File: config.mk
export PLATFORM = sky130hd
export DESIGN_NAME = fir_tap_accumulator
export DESIGN_NICKNAME = d
export VERILOG_FILES = /design/src/rtl/fir_tap_accumulator.sv
export SDC_FILE = /design/constraint.sdc
export NUM_CORES = 1
export LEC_CHECK = 0
export BUFFER_PORTS_ARGS = -buffer_cell sky130_fd_sc_hd__buf_2
export CAP_MARGIN = 20
export CORE_ASPECT_RATIO = 1.1
export CORE_MARGIN = 2
export CORE_UTILIZATION = 35
export DETAILED_ROUTE_END_ITERATION = 8
export SETUP_SLACK_MARGIN = 0.4
export SLEW_MARGIN = 20
export SYNTH_ARGS = -nofsm -noshare
export SYNTH_HDL_FRONTEND = slang
export SYNTH_SLANG_ARGS = --single-unit
File: constraint.sdc
create_clock -name iClk_12M -period 2.6 [get_ports iClk_12M]
set_input_delay 0.13 -clock iClk_12M [delete_from_list [all_inputs] [get_ports iClk_12M]]
set_output_delay 0.13 -clock iClk_12M [all_outputs]
set_load 0.005 [all_outputs]
File: src/rtl/fir_tap_accumulator.sv
// rtl/fir_tap_accumulator.sv - sums NUM_TAPS tagged signed products into one saturated FIR sample
`timescale 1ns/1ps

module fir_tap_accumulator #(
    parameter int NUM_TAPS = 6,
    parameter int ACC_W    = 19
) (
    input  logic        iClk_12M,
    input  logic        iRst,
    input  logic        iMulValid,
    input  logic [15:0] iMulOut,
    input  logic [3:0]  iInSel,
    output logic [15:0] oFirOut,
    output logic        oFirValid,
    output logic        oSatFlag,
    output logic        oSeqErr,
    output logic [7:0]  oFrameCnt
);

    typedef enum logic [1:0] {
        ST_IDLE,
        ST_ACCUM,
        ST_DONE
    } state_t;

    localparam logic [3:0] LAST_TAP = 4'(NUM_TAPS - 1);
    localparam logic signed [ACC_W-1:0] SAT_MAX = ACC_W'(32767);
    localparam logic signed [ACC_W-1:0] SAT_MIN = ACC_W'(-32768);

    state_t                  state;
    state_t                  state_nxt;
    logic signed [ACC_W-1:0] acc;
    logic signed [ACC_W-1:0] acc_nxt;
    logic        [3:0]       exp_tap;
    logic        [3:0]       exp_tap_nxt;
    logic                    seq_err_nxt;
    logic                    emit;
    logic signed [ACC_W-1:0] prod_ext;
    logic                    sat_hi;
    logic                    sat_lo;
    logic        [15:0]      fir_sat;

    assign prod_ext = {{(ACC_W-16){iMulOut[15]}}, iMulOut};

    // The full-width sum is only clipped when the sample is emitted.
    assign sat_hi  = (acc > SAT_MAX);
    assign sat_lo  = (acc < SAT_MIN);
    assign fir_sat = sat_hi ? 16'h7FFF : (sat_lo ? 16'h8000 : acc[15:0]);

    always_comb begin
        state_nxt   = state;
        acc_nxt     = acc;
        exp_tap_nxt = exp_tap;
        seq_err_nxt = 1'b0;
        emit        = 1'b0;
        case (state)
            ST_IDLE: begin
                if (iMulValid) begin
                    if (iInSel == 4'd0) begin
                        acc_nxt     = prod_ext;
                        exp_tap_nxt = 4'd1;
                        state_nxt   = ST_ACCUM;
                    end else begin
                        seq_err_nxt = 1'b1;
                    end
                end
            end
            ST_ACCUM: begin
                if (iMulValid) begin
                    if (iInSel == exp_tap) begin
                        acc_nxt     = acc + prod_ext;
                        exp_tap_nxt = exp_tap + 4'd1;
                        if (iInSel == LAST_TAP) begin
                            state_nxt = ST_DONE;
                        end
                    end else if (iInSel == 4'd0) begin
                        // A stray tag 0 is treated as the start of a fresh frame.
                        seq_err_nxt = 1'b1;
                        acc_nxt     = prod_ext;
                        exp_tap_nxt = 4'd1;
                    end else begin
                        seq_err_nxt = 1'b1;
                        acc_nxt     = '0;
                        exp_tap_nxt = 4'd0;
                        state_nxt   = ST_IDLE;
                    end
                end
            end
            ST_DONE: begin
                emit = 1'b1;
                // Tag 0 here opens the next frame without a bubble cycle.
                if (iMulValid && (iInSel == 4'd0)) begin
                    acc_nxt     = prod_ext;
                    exp_tap_nxt = 4'd1;
                    state_nxt   = ST_ACCUM;
                end else begin
                    seq_err_nxt = iMulValid;
                    acc_nxt     = '0;
                    exp_tap_nxt = 4'd0;
                    state_nxt   = ST_IDLE;
                end
            end
            default: begin
                acc_nxt     = '0;
                exp_tap_nxt = 4'd0;
                state_nxt   = ST_IDLE;
            end
        endcase
    end

    always_ff @(posedge iClk_12M or posedge iRst) begin
        if (iRst) begin
            state     <= ST_IDLE;
            acc       <= '0;
            exp_tap   <= 4'd0;
            oFirOut   <= 16'd0;
            oFirValid <= 1'b0;
            oSatFlag  <= 1'b0;
            oSeqErr   <= 1'b0;
            oFrameCnt <= 8'd0;
        end else begin
            state     <= state_nxt;
            acc       <= acc_nxt;
            exp_tap   <= exp_tap_nxt;
            oSeqErr   <= seq_err_nxt;
            oFirValid <= emit;
            if (emit) begin
                oFirOut   <= fir_sat;
                oSatFlag  <= sat_hi | sat_lo;
                oFrameCnt <= oFrameCnt + 8'd1;
            end
        end
    end

endmodule
==> results.md <==
- Outcome: complete, no violations
- # diodes: 0
- Average size of a mapped cell: 8.823 um2
- Post-synth cell types: 46
- Final instance area: 3891 um2
- Dpl cell area: 3623 um2
- Final TNS setup: 0 ns
- Synthesized flop and latch total: 52
- Area Overhead vs Synth: 19.85%
- Worst-path cell chain: ha_4 -> fa_2 -> a211oi_4 -> o211ai_1 -> a31oi_1 -> a21oi_1 -> mux2i_1 -> nor2_1
- Clock Tree Buf Depth: 2
- Max VDD drop: roughly 0.24 mV
- I/O Pins: 50
- Post-Syn Area: roughly 3200 um2
- GRT Total Usage: ~17%
- Initial Util: a little over a third
- Hold Path End: acc[5]$_DFFE_PP0P_
- Main synth FF type: dfrtp_1
- DRT antenna net count: 0
- Hold wc startpoint: iMulOut[5]
- Layout cells sized above 1: a little over a fifth
- Syn Nets: a little over 400
- Vias: 2949
- CP Data Required Time: between 2 and 3 ns
- Clock root cell: clkbuf_8
- Yosys warning total: 0
- First-pass GRT wire length: approximately 13 mm
- Final setup viols: 0
- Cells on worst reg2reg path: 8
- CTS tree: done
- Synth async-reset ratio: 100.0%
- Routability Congestion: 0.8777
- Sequential share of power: between 40% and 50%
- Max cap viols: 0
- Tot Pwr: 2.334 mW
- Hold path cells: 3
- Comb power frac: 34.1%
- Finished Layout Cells: about 540
- Total Wirelength: between 8 and 9 mm
- Leakage: roughly 1.9 nW
- Final Cycle Share: around 80%
- Worst-Margin Slew: 0.7791 ns
- Latest clock arrival within the worst-skew pair: 0.31 ns
- PwrDens: 599.8 nW/um2
- CP Capture Type: flip-flop
- Total grt overflow: 0
- Die span in x: 95.84 um
- Switching share of total power: 35.06%
- Fin nets: 468
- Post-DP HPWL: just over 6 mm
- IO buf count: 49
- Die area: between 10000 and 15000 um2
- WP data arrival: approximately 2.3 ns
- Period minus WS final: roughly 2.1 ns
- Post-synthesis sequential area ratio: approximately two fifths
- Setup crit start kind: flip-flop
- Final slew viol count: 0
- Cell-internal power: 1.516 mW
- Worst-path fanout max: 3
- CTS Buf Count: 5
- R2R Path Start: acc[0]$_DFFE_PP0P_
- Clock transition at path regs: roughly 0.1 ns
- Final Util: between 40% and 50%
- CP max stage delay: approximately 0.43 ns
- Clock sink count: 52
- Reg2reg end: acc[16]$_DFFE_PP0P_
- Max Fclk: 468.1 MHz
- H-tree Lvls: 2
- DP Cell Count: approximately 520
- Final hold vios: 0
- Worst Hold Class: in -> reg
- DRC: 0
- Net Switching: 0.8183 mW
- CP max stage cell: dfrtp_1
- Via density: ~5.5
- R2R Setup Slk: approximately 0.46 ns
- Initial antenna violation count: 0
- Initial DRC count: approximately 180
- Relative slew slack: a little under half
- RSZ-0062 raised after global routing: no
- Post-synth EDFFs: 0
- TritonRoute pass-1 iters: 7
- Clk_skew: about 0.0054 ns
- Die H: 105.0 um
- Largest net degree at the start of global routing: between 40 and 50
- Critical path class: reg -> reg
- Clock Power Share: between 20% and 30%
- DR WL/cell: about 15 um
- Row cnt: 36
- Vias in the first global route: 2788
- Post-Syn Instances: 368
- Area of the core: just under 9000 um2
-- cells in the mapped netlist, drive strengths merged, types with 3 or more instances --
cell	number	area share, %
xnor2	14	3.8
a22oi	8	1.8
a222oi	8	2.5
xor2	9	2.4
nand2	60	6.9
buf	3	0.46
a21o	6	1.4
a31oi	6	1.2
dfrtp	52	40
o21a	3	0.69
inv	14	1.6
a211o	3	0.81
nor2b	3	0.58
nand3	10	1.5
nand2b	4	0.77
a211oi	5	1.2
ha	20	7.7
nand4	6	1.2
o21ai	44	6.9
clkbuf	11	1.3
o211ai	4	0.92
a21oi	21	3.2
and3	6	1.2
nor2	20	2.3
and2	3	0.62
-- through the flow --
| stage | worst slack (ns) | hold WS [ns] |
|---|---|---|
| 6_report | 0.4638 | 0.05588 |
| 3_5_place_dp | 0.1605 | 0.09361 |
| 4_1_cts | 0.3503 | 0.04737 |
| 3_3_place_gp | 0.2771 | 0.09705 |
| 2_1_floorplan | 0.4732 | 0.2553 |
| 5_1_grt | 0.3909 | 0.07365 |
-- kinds of logic (layout without fill, tap and decap cells) --
group                    after synthesis  in the layout  share of synthesized area [%]
AND/OR/NAND/NOR                      121            121                          17.53
flip-flops                            52             52                          40.08
AO/OA/AOI/OAI                        120            120                          23.55
buffers and inverters                 28             85                          3.352
XOR/XNOR                              23             23                          6.204
adder cells (fa/ha/maj)               21             21                          8.324
multiplexers                           3              3                         0.9634
-- timing repair --
| item | 4_1_cts | 5_1_grt |
|---|---|---|
| pin swaps | 3 | 5 |
| hold buffers | 1 | 0 |
| buffers inserted | 2 | 5 |
| endpoints found under the hold margin | 11 | 0 |
| setup endpoints to repair | 10 | 10 |
| gates resized for setup | 3 | 16 |
-- state kept, by name, summed over array words and instances (netlist names) --
register   cells
oFirOut       16
oFrameCnt      8
exp_tap        4
oSatFlag       1
oFirValid      1
oSeqErr        1
state          2
acc           19
-- power by group through the flow --
stage	combinational, mW	sequential [mW]	clock (mW)
6_report	0.796	0.960	0.579
5_1_grt	0.894	0.970	0.639
4_1_cts	0.725	0.951	0.605
3_5_place_dp	0.709	0.968	0
3_3_place_gp	0.698	0.961	0
2_1_floorplan	0.561	0.938	0
-- cells in the final DEF (no fill, tap or decap), types with 2 or more instances in the layout --
| cell type | count |
|---|---|
| a222oi_1 | 8 |
| and4_1 | 2 |
| nor3_1 | 2 |
| o21ai_0 | 39 |
| o21a_1 | 3 |
| o31ai_1 | 2 |
| and3_2 | 2 |
| nand2_1 | 60 |
| buf_2 | 49 |
| o21bai_1 | 2 |
| mux2i_1 | 2 |
| a21oi_1 | 21 |
| nor2b_1 | 3 |
| nand2b_1 | 4 |
| o21ai_1 | 2 |
| o22ai_1 | 2 |
| buf_4 | 13 |
| ha_4 | 4 |
| dfrtp_1 | 52 |
| o21ai_2 | 3 |
| clkbuf_8 | 5 |
| a211oi_1 | 2 |
| ha_1 | 15 |
| a211o_1 | 3 |
| nand3_1 | 9 |
| xor2_1 | 9 |
| a211oi_2 | 2 |
| a22oi_1 | 8 |
| nand4_1 | 6 |
| a31oi_1 | 6 |
| a21o_1 | 6 |
| or4_1 | 2 |
| o211ai_1 | 4 |
| xnor2_1 | 14 |
| and2_1 | 2 |
| nor2_1 | 20 |
| inv_1 | 13 |
| and3_1 | 4 |
-- metal layers --
layer  up-vias  part of all wire [%]  global-route usage [%]
li1       1451                     -                       -
met1      1409                    47                   24.45
met2        77                    46                   25.32
met3        12                   4.8                   1.514
met4         0                   1.8                   5.714
met5         -                     0                       0
-- critical path, delay by kind of cell, from the launching register on --
kind	cells	cell delay, ns
AOI/OAI and AO/OA	4	0.85
adders and majority gates	2	0.55
DFF	1	0.43
and+or+nand+nor	1	0.06
muxes	1	0.15
-- worst max-delay path by stage --
stage	start	end	slack (ns)
3_3_place_gp	acc[0]$_DFFE_PP0P_	acc[18]$_DFFE_PP0P_	0.28
4_1_cts	acc[0]$_DFFE_PP0P_	acc[14]$_DFFE_PP0P_	0.35
5_1_grt	acc[0]$_DFFE_PP0P_	acc[16]$_DFFE_PP0P_	0.39
6_report	acc[0]$_DFFE_PP0P_	acc[16]$_DFFE_PP0P_	0.46
3_5_place_dp	acc[0]$_DFFE_PP0P_	acc[14]$_DFFE_PP0P_	0.16
2_1_floorplan	acc[0]$_DFFE_PP0P_	acc[18]$_DFFE_PP0P_	0.47
-- area by class of cell --
| class | count | area [um2] |
|---|---|---|
| inverter | 14 | 52.55 |
| fill | 896 | 5027 |
| clock buffer | 5 | 68.82 |
| timing repair buffer | 63 | 352.8 |
| sequential | 52 | 1301 |
| clock inverter | 3 | 46.29 |
| multi-input combinational | 288 | 1927 |
| tap | 114 | 142.6 |
Note: power is estimated with default switching activity, not from simulation.
